### config.mk
export PLATFORM = sky130hd
export DESIGN_NAME = argmax_out
export DESIGN_NICKNAME = d
export VERILOG_FILES = /design/src/rtl/argmax_out.sv
export SDC_FILE = /design/constraint.sdc
export NUM_CORES = 1
export LEC_CHECK = 0
export BUFFER_PORTS_ARGS = -buffer_cell sky130_fd_sc_hd__buf_2
export CAP_MARGIN = 20
export CORE_ASPECT_RATIO = 1.75
export CORE_MARGIN = 1
export CORE_UTILIZATION = 59
export CTS_BUF_LIST = sky130_fd_sc_hd__clkbuf_4
export DETAILED_ROUTE_END_ITERATION = 8
export PLACE_DENSITY = 0.85
export RECOVER_POWER = 50
export SLEW_MARGIN = 20
export SYNTH_ARGS = -nofsm -noshare
export SYNTH_HDL_FRONTEND = slang
export SYNTH_SLANG_ARGS = --single-unit
### constraint.sdc
create_clock -name clk -period 12.3 [get_ports clk]
set_input_delay 1.23 -clock clk [delete_from_list [all_inputs] [get_ports clk]]
set_output_delay 1.23 -clock clk [all_outputs]
set_load 0.01 [all_outputs]
### src/rtl/argmax_out.sv
// argmax_out: sequential arg-max over the nine output-layer sums z3_1..z3_9.
// A vector is captured in IDLE, scanned one element per clock in SCAN, and the
// winning class index and value are held in DONE until the consumer takes them.
// Ties keep the lowest index (strict greater-than replaces the running best).
// Optional feature macro: ARGMAX_MARGIN_EN adds second-best tracking and the
// out_margin port (best minus second-best, DW+1 bits, never negative).
module argmax_out #(
    parameter int DW = 20
) (
    input  logic                 clk,
    input  logic                 rst_n,
    input  logic                 in_valid,
    output logic                 in_ready,
    input  logic signed [DW-1:0] z3_1,
    input  logic signed [DW-1:0] z3_2,
    input  logic signed [DW-1:0] z3_3,
    input  logic signed [DW-1:0] z3_4,
    input  logic signed [DW-1:0] z3_5,
    input  logic signed [DW-1:0] z3_6,
    input  logic signed [DW-1:0] z3_7,
    input  logic signed [DW-1:0] z3_8,
    input  logic signed [DW-1:0] z3_9,
    output logic                 out_valid,
    input  logic                 out_ready,
    output logic [3:0]           out_class,
`ifdef ARGMAX_MARGIN_EN
    output logic [DW:0]          out_margin,
`endif
    output logic signed [DW-1:0] out_max
);

    typedef enum logic [1:0] {
        IDLE = 2'd0,
        SCAN = 2'd1,
        DONE = 2'd2
    } state_t;

    localparam logic signed [DW-1:0] MIN_VAL = {1'b1, {(DW-1){1'b0}}};

    state_t                 state_q;
    logic [3:0]             idx_q;
    logic signed [DW-1:0]   vec_q [9];
    logic signed [DW-1:0]   best_val_q, best_val_d;
    logic [3:0]             best_idx_q, best_idx_d;
    logic signed [DW-1:0]   cand;
    logic                   accept;
    logic                   out_valid_q;
    logic [3:0]             out_class_q;
    logic signed [DW-1:0]   out_max_q;
`ifdef ARGMAX_MARGIN_EN
    logic signed [DW-1:0]   second_q, second_d;
    logic [DW:0]            out_margin_q;

    // Difference of two signed DW-bit values widened by one bit so the
    // extreme case (max positive minus max negative) cannot overflow.
    function automatic logic [DW:0] margin_f(input logic signed [DW-1:0] a,
                                             input logic signed [DW-1:0] b);
        logic signed [DW:0] diff;
        diff = {a[DW-1], a} - {b[DW-1], b};
        return diff;
    endfunction
`endif

    assign in_ready  = (state_q == IDLE);
    assign accept    = in_valid && (state_q == IDLE);
    assign out_valid = out_valid_q;
    assign out_class = out_class_q;
    assign out_max   = out_max_q;
`ifdef ARGMAX_MARGIN_EN
    assign out_margin = out_margin_q;
`endif

    // Select the captured element addressed by the scan index.
    always_comb begin
        cand = vec_q[0];
        case (idx_q)
            4'd1:    cand = vec_q[1];
            4'd2:    cand = vec_q[2];
            4'd3:    cand = vec_q[3];
            4'd4:    cand = vec_q[4];
            4'd5:    cand = vec_q[5];
            4'd6:    cand = vec_q[6];
            4'd7:    cand = vec_q[7];
            4'd8:    cand = vec_q[8];
            default: cand = vec_q[0];
        endcase
    end

    // Running best (and second-best) after comparing the current element.
    always_comb begin
        best_val_d = best_val_q;
        best_idx_d = best_idx_q;
        if (cand > best_val_q) begin
            best_val_d = cand;
            best_idx_d = idx_q;
        end
`ifdef ARGMAX_MARGIN_EN
        second_d = second_q;
        if (cand > best_val_q) begin
            second_d = best_val_q;
        end else if (cand > second_q) begin
            second_d = cand;
        end
`endif
    end

    // Datapath registers: vector capture on accept, running best during SCAN.
    always_ff @(posedge clk) begin
        if (accept) begin
            vec_q[0]   <= z3_1;
            vec_q[1]   <= z3_2;
            vec_q[2]   <= z3_3;
            vec_q[3]   <= z3_4;
            vec_q[4]   <= z3_5;
            vec_q[5]   <= z3_6;
            vec_q[6]   <= z3_7;
            vec_q[7]   <= z3_8;
            vec_q[8]   <= z3_9;
            best_val_q <= z3_1;
            best_idx_q <= 4'd0;
`ifdef ARGMAX_MARGIN_EN
            second_q   <= MIN_VAL;
`endif
        end else if (state_q == SCAN) begin
            best_val_q <= best_val_d;
            best_idx_q <= best_idx_d;
`ifdef ARGMAX_MARGIN_EN
            second_q   <= second_d;
`endif
        end
    end

    // Control FSM with registered result outputs.
    always_ff @(posedge clk or negedge rst_n) begin
        if (!rst_n) begin
            state_q      <= IDLE;
            idx_q        <= 4'd0;
            out_valid_q  <= 1'b0;
            out_class_q  <= 4'd0;
            out_max_q    <= '0;
`ifdef ARGMAX_MARGIN_EN
            out_margin_q <= '0;
`endif
        end else begin
            case (state_q)
                IDLE: begin
                    if (in_valid) begin
                        state_q <= SCAN;
                        idx_q   <= 4'd1;
                    end
                end
                SCAN: begin
                    if (idx_q == 4'd8) begin
                        out_class_q  <= best_idx_d;
                        out_max_q    <= best_val_d;
`ifdef ARGMAX_MARGIN_EN
                        out_margin_q <= margin_f(best_val_d, second_d);
`endif
                        out_valid_q  <= 1'b1;
                        state_q      <= DONE;
                    end else begin
                        idx_q <= idx_q + 4'd1;
                    end
                end
                DONE: begin
                    if (out_ready) begin
                        out_valid_q <= 1'b0;
                        state_q     <= IDLE;
                    end
                end
                default: state_q <= IDLE;
            endcase
        end
    end

    // MIN_VAL is only referenced by the margin logic.
`ifndef ARGMAX_MARGIN_EN
    logic unused_min;
    assign unused_min = ^MIN_VAL;
`endif

endmodule

==> results of run 1 <==
==> power by group <==
group          total, W  internal, W  leakage (nW)  switching (W)
sequential      0.00121      0.00114          2.29      0.0000730
clock          0.000551     0.000260         0.363       0.000291
combinational   0.00149     0.000520          1.82       0.000972
total           0.00325      0.00192          4.48        0.00134
==> flip-flops by register name, summed over array words and instances (netlist names) <==
signal,count
best_val_q,20
out_valid,1
best_idx_q,4
vec_q,180
out_class,4
idx_q,4
out_max,20
state_q,2
==> worst reg2reg max path: stages (launching register included) <==
cell,delay [ns]
dfrtp_1,0.41
nor2_1,0.07
nand2_1,0.06
buf_4,0.26
clkinvlp_2,4.20
buf_4,1.96
nand2_1,0.30
o31ai_1,0.09
==> cells in the final DEF (no fill, tap or decap), types with 3 or more instances in the layout <==
cell type	count
nand3b_1	10
clkbuf_4	68
nor2_1	16
inv_1	36
a22oi_1	31
ha_1	22
mux2i_1	4
clkbuf_1	37
a221oi_1	13
buf_4	10
dfxtp_1	4
diode_2	5
nand2_1	70
nor3_1	9
and3_1	6
edfxtp_1	200
o21ai_0	7
dfrtp_1	31
o311ai_1	12
buf_2	172
a211oi_1	9
clkinv_2	6
a222oi_1	19
o211ai_1	9
clkinv_1	14
a21oi_2	3
a31oi_1	3
a221o_1	5
a21boi_0	3
o311ai_2	8
o31ai_1	18
o311ai_0	3
a21oi_1	36
nand3_1	16
nand4_1	29
==> per-layer routing <==
| layer | track usage | part of all wire | up-vias |
|---|---|---|---|
| li1 | - | - | 3293 |
| met1 | 0.3331 | 0.34 | 3448 |
| met5 | 0 | 0 | - |
| met2 | 0.4853 | 0.52 | 470 |
| met4 | 0.1727 | 0.060 | 0 |
| met3 | 0.05000 | 0.078 | 92 |
==> metrics by stage <==
step	area [µm²]	hold WS (ns)	std cells	utilization
after floorplan	9937	0.4323	707	-
after global placement	11100	0.4614	1100	0.6747
after detailed placement	11100	0.4550	1100	0.6747
after CTS	11700	0.4689	1190	0.7114
after global routing	11670	0.4926	1196	0.7099
final	11670	0.4720	1196	0.7099
==> worst paths after layout <==
check                              start            end  slack (ns)  cells past startpoint
min in group asynchronous          rst_n     out_max[9]        1.05                      1
max in group asynchronous          rst_n       idx_q[3]       10.19                      1
min reg2reg                best_idx_q[0]  best_idx_q[0]        0.47                      2
max reg2reg                   state_q[0]  best_val_q[3]        4.53                      7
max                             in_valid  best_val_q[3]        4.32                      7
min                        best_idx_q[0]  best_idx_q[0]        0.47                      2
==> cell families (layout without fill, tap and decap cells) <==
kind of cell | Yosys count | in the layout | synth area share
buf+inv | 87 | 347 | 0.03966
simple gates | 169 | 169 | 0.08726
compound gates | 186 | 186 | 0.1466
fa+ha+maj | 24 | 24 | 0.03022
flops | 235 | 235 | 0.6905
xor+xnor | 2 | 2 | 0.001763
mux | 4 | 4 | 0.004029
other cells | 0 | 5 | 0
==> area by class of cell <==
class	instances	area (µm²)	share of cell area
inverter	37	140.1	0.01200
timing repair buffer	220	1086	0.09302
tap	224	280.3	0.02401
multi-input combinational	385	2690	0.2304
sequential	235	6862	0.5877
clock inverter	22	93.84	0.008038
clock buffer	68	510.5	0.04373
antenna	5	12.51	0.001072
==> summary.txt, run 1 <==
Status
  – Status: complete, but fails checks
  – Failing checks: max-capacitance violations, max-slew violations

Worst setup path
  – Cell Chain, Critical Path: buf_2 -> nand2_1 -> buf_4 -> clkinvlp_2 -> buf_4 -> nand2_1 -> o31ai_1
  – CP peak stage delay: 4.19 ns
  – Crit Path Max Fanout: roughly 140
  – Worst setup path category: primary input to flop
  – Critical Path Sink Type: flop
  – Top delay family on crit path: buffers and inverters
  – Setup crit start kind: primary input
  – Arr. time, crit path: between 8 and 9 ns
  – WP data required: ~13 ns
  – Buf+Inv Stages, Crit Path: 4
  – Crit-path slowest cell: clkinvlp_2

Clock tree
  – CTS tree: done
  – CTS clock-pin slew for the worst setup and hold paths: 0.08 ns
  – H-tree depth: 2
  – Clock sinks: about 240
  – Post-CTS Setup Repair Bufs: 0
  – CTS root buf: clkbuf_4
  – Cts hold-fix bufs: 0
  – CTS max path bufs: 3
  – Post-CTS Resized: 0
  – CTS buffer count: slightly above 50
  – Worst-skew pair later-pin latency: 0.64 ns

Pwr
  – P_leak: ~4.5 nW
  – Pwr/cell area: ~280 nW/µm²
  – Tot Pwr: between 0.003 and 0.004 W
  – Peak supply drop: 0.0001811 V

Floorplanning
  – Die area: approximately 17,000 µm²
  – Die W: around 100 µm
  – Initial Utilization: 0.6042
  – Die Y: ~170 µm
  – Ports: 210
  – Core region area: 16,450 µm²
  – Rows: 62

Global route
  – Vias in the first global route: approximately 7,400
  – GRT Total Usage: 0.2851
  – Gr ovfl total: 0
  – First-pass GRT wire length: 37,320 µm
  – Pin count of the biggest net entering global routing: between 100 and 150
  – Initial antenna violation count: 5

STA
  – # setup viols final: 0
  – Hold Violations, Final: 0
  – Clock Skews: slightly above 0.04 ns
  – RSZ-0062 raised after global routing: no
  – Final setup TNS: 0 ns
  – PnR worst setup slack: approximately 4.3 ns
  – Fmax: 125.3 MHz
  – Slew HR: -2.749
  – Final Critical Period: approximately 8 ns
  – Final slew viol count: approximately 180
  – Fin crit share: 0.6488
  – Worst slew pin tran: between 5 and 6 ns

Synthesis
  – Top area cells in the synthesized netlist: edfxtp_1 60%, dfrtp_1 7.8%, ha_1 3.0%, nand2_1 2.6%, a22oi_1 2.3%
  – Yosys top cell area share: 0.6044
  – Synth Warn #: 0
  – Gate Count Post-Synth: ~700
  – Number of flops mapped to enable cells by yosys: 200
  – Post-synth top flop: edfxtp_1
  – Synthesized Nets: a little over 900
  – Synth area leader: edfxtp_1
  – Top cell types by occurrence after synthesis: 200 x edfxtp_1, 70 x nand2_1, 37 x inv_1, 36 x a21oi_1
  – Synthesized area: a little under 10,000 µm²
  – Most frequent cell after synthesis: edfxtp_1
  – Mean Syn Cell Area: approximately 14 µm²
  – Sequential element share of the synthesized area: 0.6905
  – Synth Register Bits: 235
  – Asr flop ratio synth: 0.1319
  – Post-synth cell types: 50

Routing
  – Total iterations of the first detailed-routing run: 6
  – Wirelength per Cell: 20.45 µm
  – Iter 0 DRT Violations: between 500 and 600
  – Via-to-Cell Ratio: 6.106
  – Vias: between 7,000 and 8,000
  – DRC viols: 0
  – Routed Antenna Nets: 0
  – Total wire length: ~24,000 µm

Placed design
  – RD Place Congestion: 0.9500
  – DP HPWL: between 15,000 and 20,000 µm
  – Port-buffer cells: about 210
  – Pre-CTS WS: approximately 7.0 ns

Finish
  – Nets@finish: 1,138
  – Filler Cells Inserted: between 1,000 and 1,500
  – Syn-to-layout area delta: 17.49%
  – Layout cells sized above 1: 0.2906

Run
  – Max Cap Viol: 2

Hold path
  – Hold Path Class: flop to flop
(Power assumes the default switching activity.)
==> inputs of run 2 (changes only) <==
--- a/config.mk
+++ b/config.mk
@@ -5,14 +5,15 @@
 export SDC_FILE = /design/constraint.sdc
 export NUM_CORES = 1
 export LEC_CHECK = 0
+export ABC_AREA = 1
 export BUFFER_PORTS_ARGS = -buffer_cell sky130_fd_sc_hd__buf_2
 export CAP_MARGIN = 20
 export CORE_ASPECT_RATIO = 1.75
 export CORE_MARGIN = 1
-export CORE_UTILIZATION = 59
+export CORE_UTILIZATION = 51
 export CTS_BUF_LIST = sky130_fd_sc_hd__clkbuf_4
 export DETAILED_ROUTE_END_ITERATION = 8
-export PLACE_DENSITY = 0.85
+export PLACE_DENSITY = 0.78
 export RECOVER_POWER = 50
 export SLEW_MARGIN = 20
 export SYNTH_ARGS = -nofsm -noshare
==> constraint.sdc (replaced) <==
create_clock -name clk -period 7 [get_ports clk]
set_input_delay 0.7 -clock clk [delete_from_list [all_inputs] [get_ports clk]]
set_output_delay 0.7 -clock clk [all_outputs]
set_load 0.01 [all_outputs]
==> summary.txt, run 2 <==
Worst setup path
  – Crit-path slowest cell: nand3b_1
  – Arr. time, crit path: 5.80 ns (-2.39 ns)
  – Buf+Inv Stages, Crit Path: 4 (unchanged)
  – Critical Path Sink Type: flop
  – Worst setup path category: flop to flop
  – Top delay family on crit path: simple AND/OR/NAND/NOR gates
  – Cell mode on critical path: nand2_1
  – Setup crit start kind: flop
  – Cell Chain, Critical Path: inv_1 -> ha_1 -> nand3_1 -> buf_4 -> nand2_1 -> nor2_1 -> nand3b_1 -> or2_1 -> nand2_1 -> inv_1 -> ha_1 -> nand2_1 -> inv_1 -> nand2_1 -> nand2_1 -> a21oi_1 -> nand3_1 -> nand2_1 -> nand3_2 -> nand2_1 -> nand3_1 -> nand2_1
  – WP data required: 7.47 ns (-5.04 ns)
  – Crit Path Max Fanout: 24 (-83%)
  – CP peak stage delay: 0.67 ns (-3.52 ns)

Routing
  – Total iterations of the first detailed-routing run: 5 (-1)
  – Wirelength per Cell: 16.45 µm (-20%)
  – Iter 0 DRT Violations: 521 (-9.9%)
  – Vias: 7,819 (+7.1%)
  – Routed Antenna Nets: 0 (unchanged)
  – Total wire length: 24,730 µm (+1.1%)
  – DRC viols: 0 (unchanged)
  – Via-to-Cell Ratio: 5.202 (-15%)

Finish
  – Most common cell after layout, fill and taps aside: nand2_1
  – Reg with most FFs: vec_q
  – Nets@finish: 1,418 (+25%)
  – Layout cells sized above 1: 0.1899 (-0.1006)
  – Commonest non-fill, non-tap cells in the layout: 218 x nand2_1, 200 x edfxtp_1, 155 x nand3_1
  – Syn-to-layout area delta: 17.90%
  – Cell area after layout: 12,190 µm² (+4.4%)
  – Max reg flops: 180 (unchanged)
  – Finished Layout Cells: 1,503 (+26%)

Placed design
  – Pre-CTS WS: 1.722 ns (-5.259 ns)
  – Port-buffer cells: 209 (unchanged)
  – RD Place Congestion: 0.8349 (-12%)
  – Post-DP Area: 11,580 µm² (+4.4%)
  – DP HPWL: 17,520 µm (+5.7%)
  – Cells after DPL: 1,402 (+27%)

STA
  – Slew HR: -0.2199 (+2.529)
  – Fmax: 187.8 MHz
  – RSZ-0062 raised after global routing: no
  – Final Critical Period: about 5.3 ns
  – Fin crit share: 0.7609
  – PnR worst setup slack: 1.674 ns (-2.646 ns)
  – Clock Skews: 0.02642 ns (-0.01420 ns)
  – Worst slew pin tran: 1.830 ns (-3.762 ns)
  – # setup viols final: 0 (unchanged)
  – Hold Violations, Final: 0 (unchanged)
  – Final slew viol count: 32 (-82%)
  – Final setup TNS: 0 ns (unchanged)

Floorplanning
  – Die W: 109.6 µm (+9.5%)
  – Core region area: 19,820 µm² (+21%)
  – Rows: 68 (+9.7%)
  – Initial Utilization: 0.5214 (-0.08283)
  – Ports: 210 (unchanged)
  – Die area: 20,860 µm² (+20%)
  – Die Y: 190.3 µm (+9.6%)

Clock tree
  – CTS max path bufs: 3 (unchanged)
  – Worst-skew pair later-pin latency: 0.63 ns (about the same)
  – Post-CTS Setup Repair Bufs: 0 (unchanged)
  – Clock sinks: 235 (unchanged)
  – Post-CTS Resized: 0 (unchanged)
  – CTS tree: done
  – H-tree depth: 2 (unchanged)
  – CTS clock-pin slew for the worst setup and hold paths: 0.07 ns (about the same)
  – Cts hold-fix bufs: 0 (unchanged)
  – CTS root buf: clkbuf_4
  – CTS buffer count: 51 (unchanged)

Synthesis
  – Synthesized Nets: 1,188 (+30%)
  – Top area cells in the synthesized netlist: edfxtp_1 58%, nand2_1 7.9%, dfrtp_1 7.5%, nand3_1 7.5%, inv_1 5.1%
  – Sequential element share of the synthesized area: 0.6638 (-0.02666)
  – Mean Syn Cell Area: 10.55 µm² (-25%)
  – Number of flops mapped to enable cells by yosys: 200 (unchanged)
  – Post-synth cell types: 28 (-44%)
  – Asr flop ratio synth: 0.1319 (unchanged)
  – Post-synth top flop: edfxtp_1
  – Synth area leader: edfxtp_1
  – Synth Register Bits: 235 (unchanged)
  – Synth Warn #: 0 (unchanged)
  – Synthesized area: 10,340 µm² (+4.0%)
  – Gate Count Post-Synth: 980 (+39%)
  – Yosys top cell area share: 0.5810 (-0.02334)
  – Most frequent cell after synthesis: nand2_1
  – Top cell types by occurrence after synthesis: 218 x nand2_1, 200 x edfxtp_1, 155 x nand3_1, 140 x inv_1, 53 x nor2_1

Global route
  – Initial antenna violation count: 4 (-1)
  – Vias in the first global route: 7,854 (+6.0%)
  – First-pass GRT wire length: 37,930 µm (+1.6%)
  – Gr ovfl total: 0 (unchanged)
  – Pin count of the biggest net entering global routing: 97 (-32%)
  – GRT Total Usage: 0.2432 (-0.04188)

Hold path
  – Hold Path Class: primary input to flop

Run
  – Max Cap Viol: 1 (-1)

Pwr
  – Switching portion of total power: 0.4412 (+0.03043)
  – Reg power frac: 0.340 (-0.032)
  – Tot Pwr: 0.006257 W (+92%)
  – P_leak: 5.470 nW (+22%)
  – Pwr/cell area: 513.4 nW/µm² (+84%)
  – Combinational cell fraction of total power: 0.491 (+0.032)
  – P_int: 0.003496 W (+82%)
  – Peak supply drop: 0.0003164 V (+75%)
  – NetSw: 0.002761 W (+110%)
  – Clock group share of total power: 0.170 (about the same)

Status
  – Failing checks: max-capacitance violations, max-slew violations
  – Status: complete, but fails checks
## run 2: final timing paths
kind / cells after the start / end / startpoint / slack [ns]
max: 22 / best_val_q[13] / idx_q[0] / 1.67
min: 1 / vec_q[0][128] / z3_7[8] / 0.25
max reg2reg: 22 / best_val_q[13] / idx_q[0] / 1.67
min reg2reg: 2 / best_idx_q[3] / best_idx_q[3] / 0.46
max in group asynchronous: 1 / out_max[12] / rst_n / 5.36
min in group asynchronous: 1 / out_max[7] / rst_n / 0.56
## run 2: cell families (layout without fill, tap and decap cells)
| group | after synthesis | in the layout | share of synthesized area |
|---|---|---|---|
| compound gates | 71 | 71 | 0.03716 |
| fa+ha+maj | 24 | 24 | 0.02905 |
| buf+inv | 184 | 457 | 0.07069 |
| flops | 235 | 235 | 0.6638 |
| other cells | 0 | 5 | 0 |
| simple gates | 466 | 466 | 0.1992 |
## run 2: final cells by class
class,count,area (µm²)
inverters,142,538.0
clock buffers,77,578.1
repair buffers,219,1028
well taps,245,306.5
flip-flops and latches,235,6862
diodes,5,12.51
fillers,1721,7637
clock inverters,19,110.1
multi-input cells,561,2751
## run 2: through the flow
| stage | util | hold slack [ns] |
|---|---|---|
| after floorplan | - | 0.4044 |
| after global placement | 0.5841 | 0.4365 |
| after detailed placement | 0.5841 | 0.4468 |
| after CTS | 0.6188 | 0.1295 |
| after global routing | 0.6146 | 0.1767 |
| final | 0.6147 | 0.2467 |
## run 2: routing by layer
layer	wire length, µm	GRT usage
met3	1352	0.03554
met2	13290	0.4272
met1	9075	0.2781
met4	1017	0.1369
met5	0	0
## run 2: power groups by stage
stage | registers [W] | clock network [W] | logic (W)
floorplan | 0.00219 | 0 | 0.00230
global placement | 0.00214 | 0 | 0.00298
detailed placement | 0.00215 | 0 | 0.00309
CTS | 0.00212 | 0.00110 | 0.00310
global route | 0.00216 | 0.00116 | 0.00352
finish | 0.00212 | 0.00106 | 0.00307
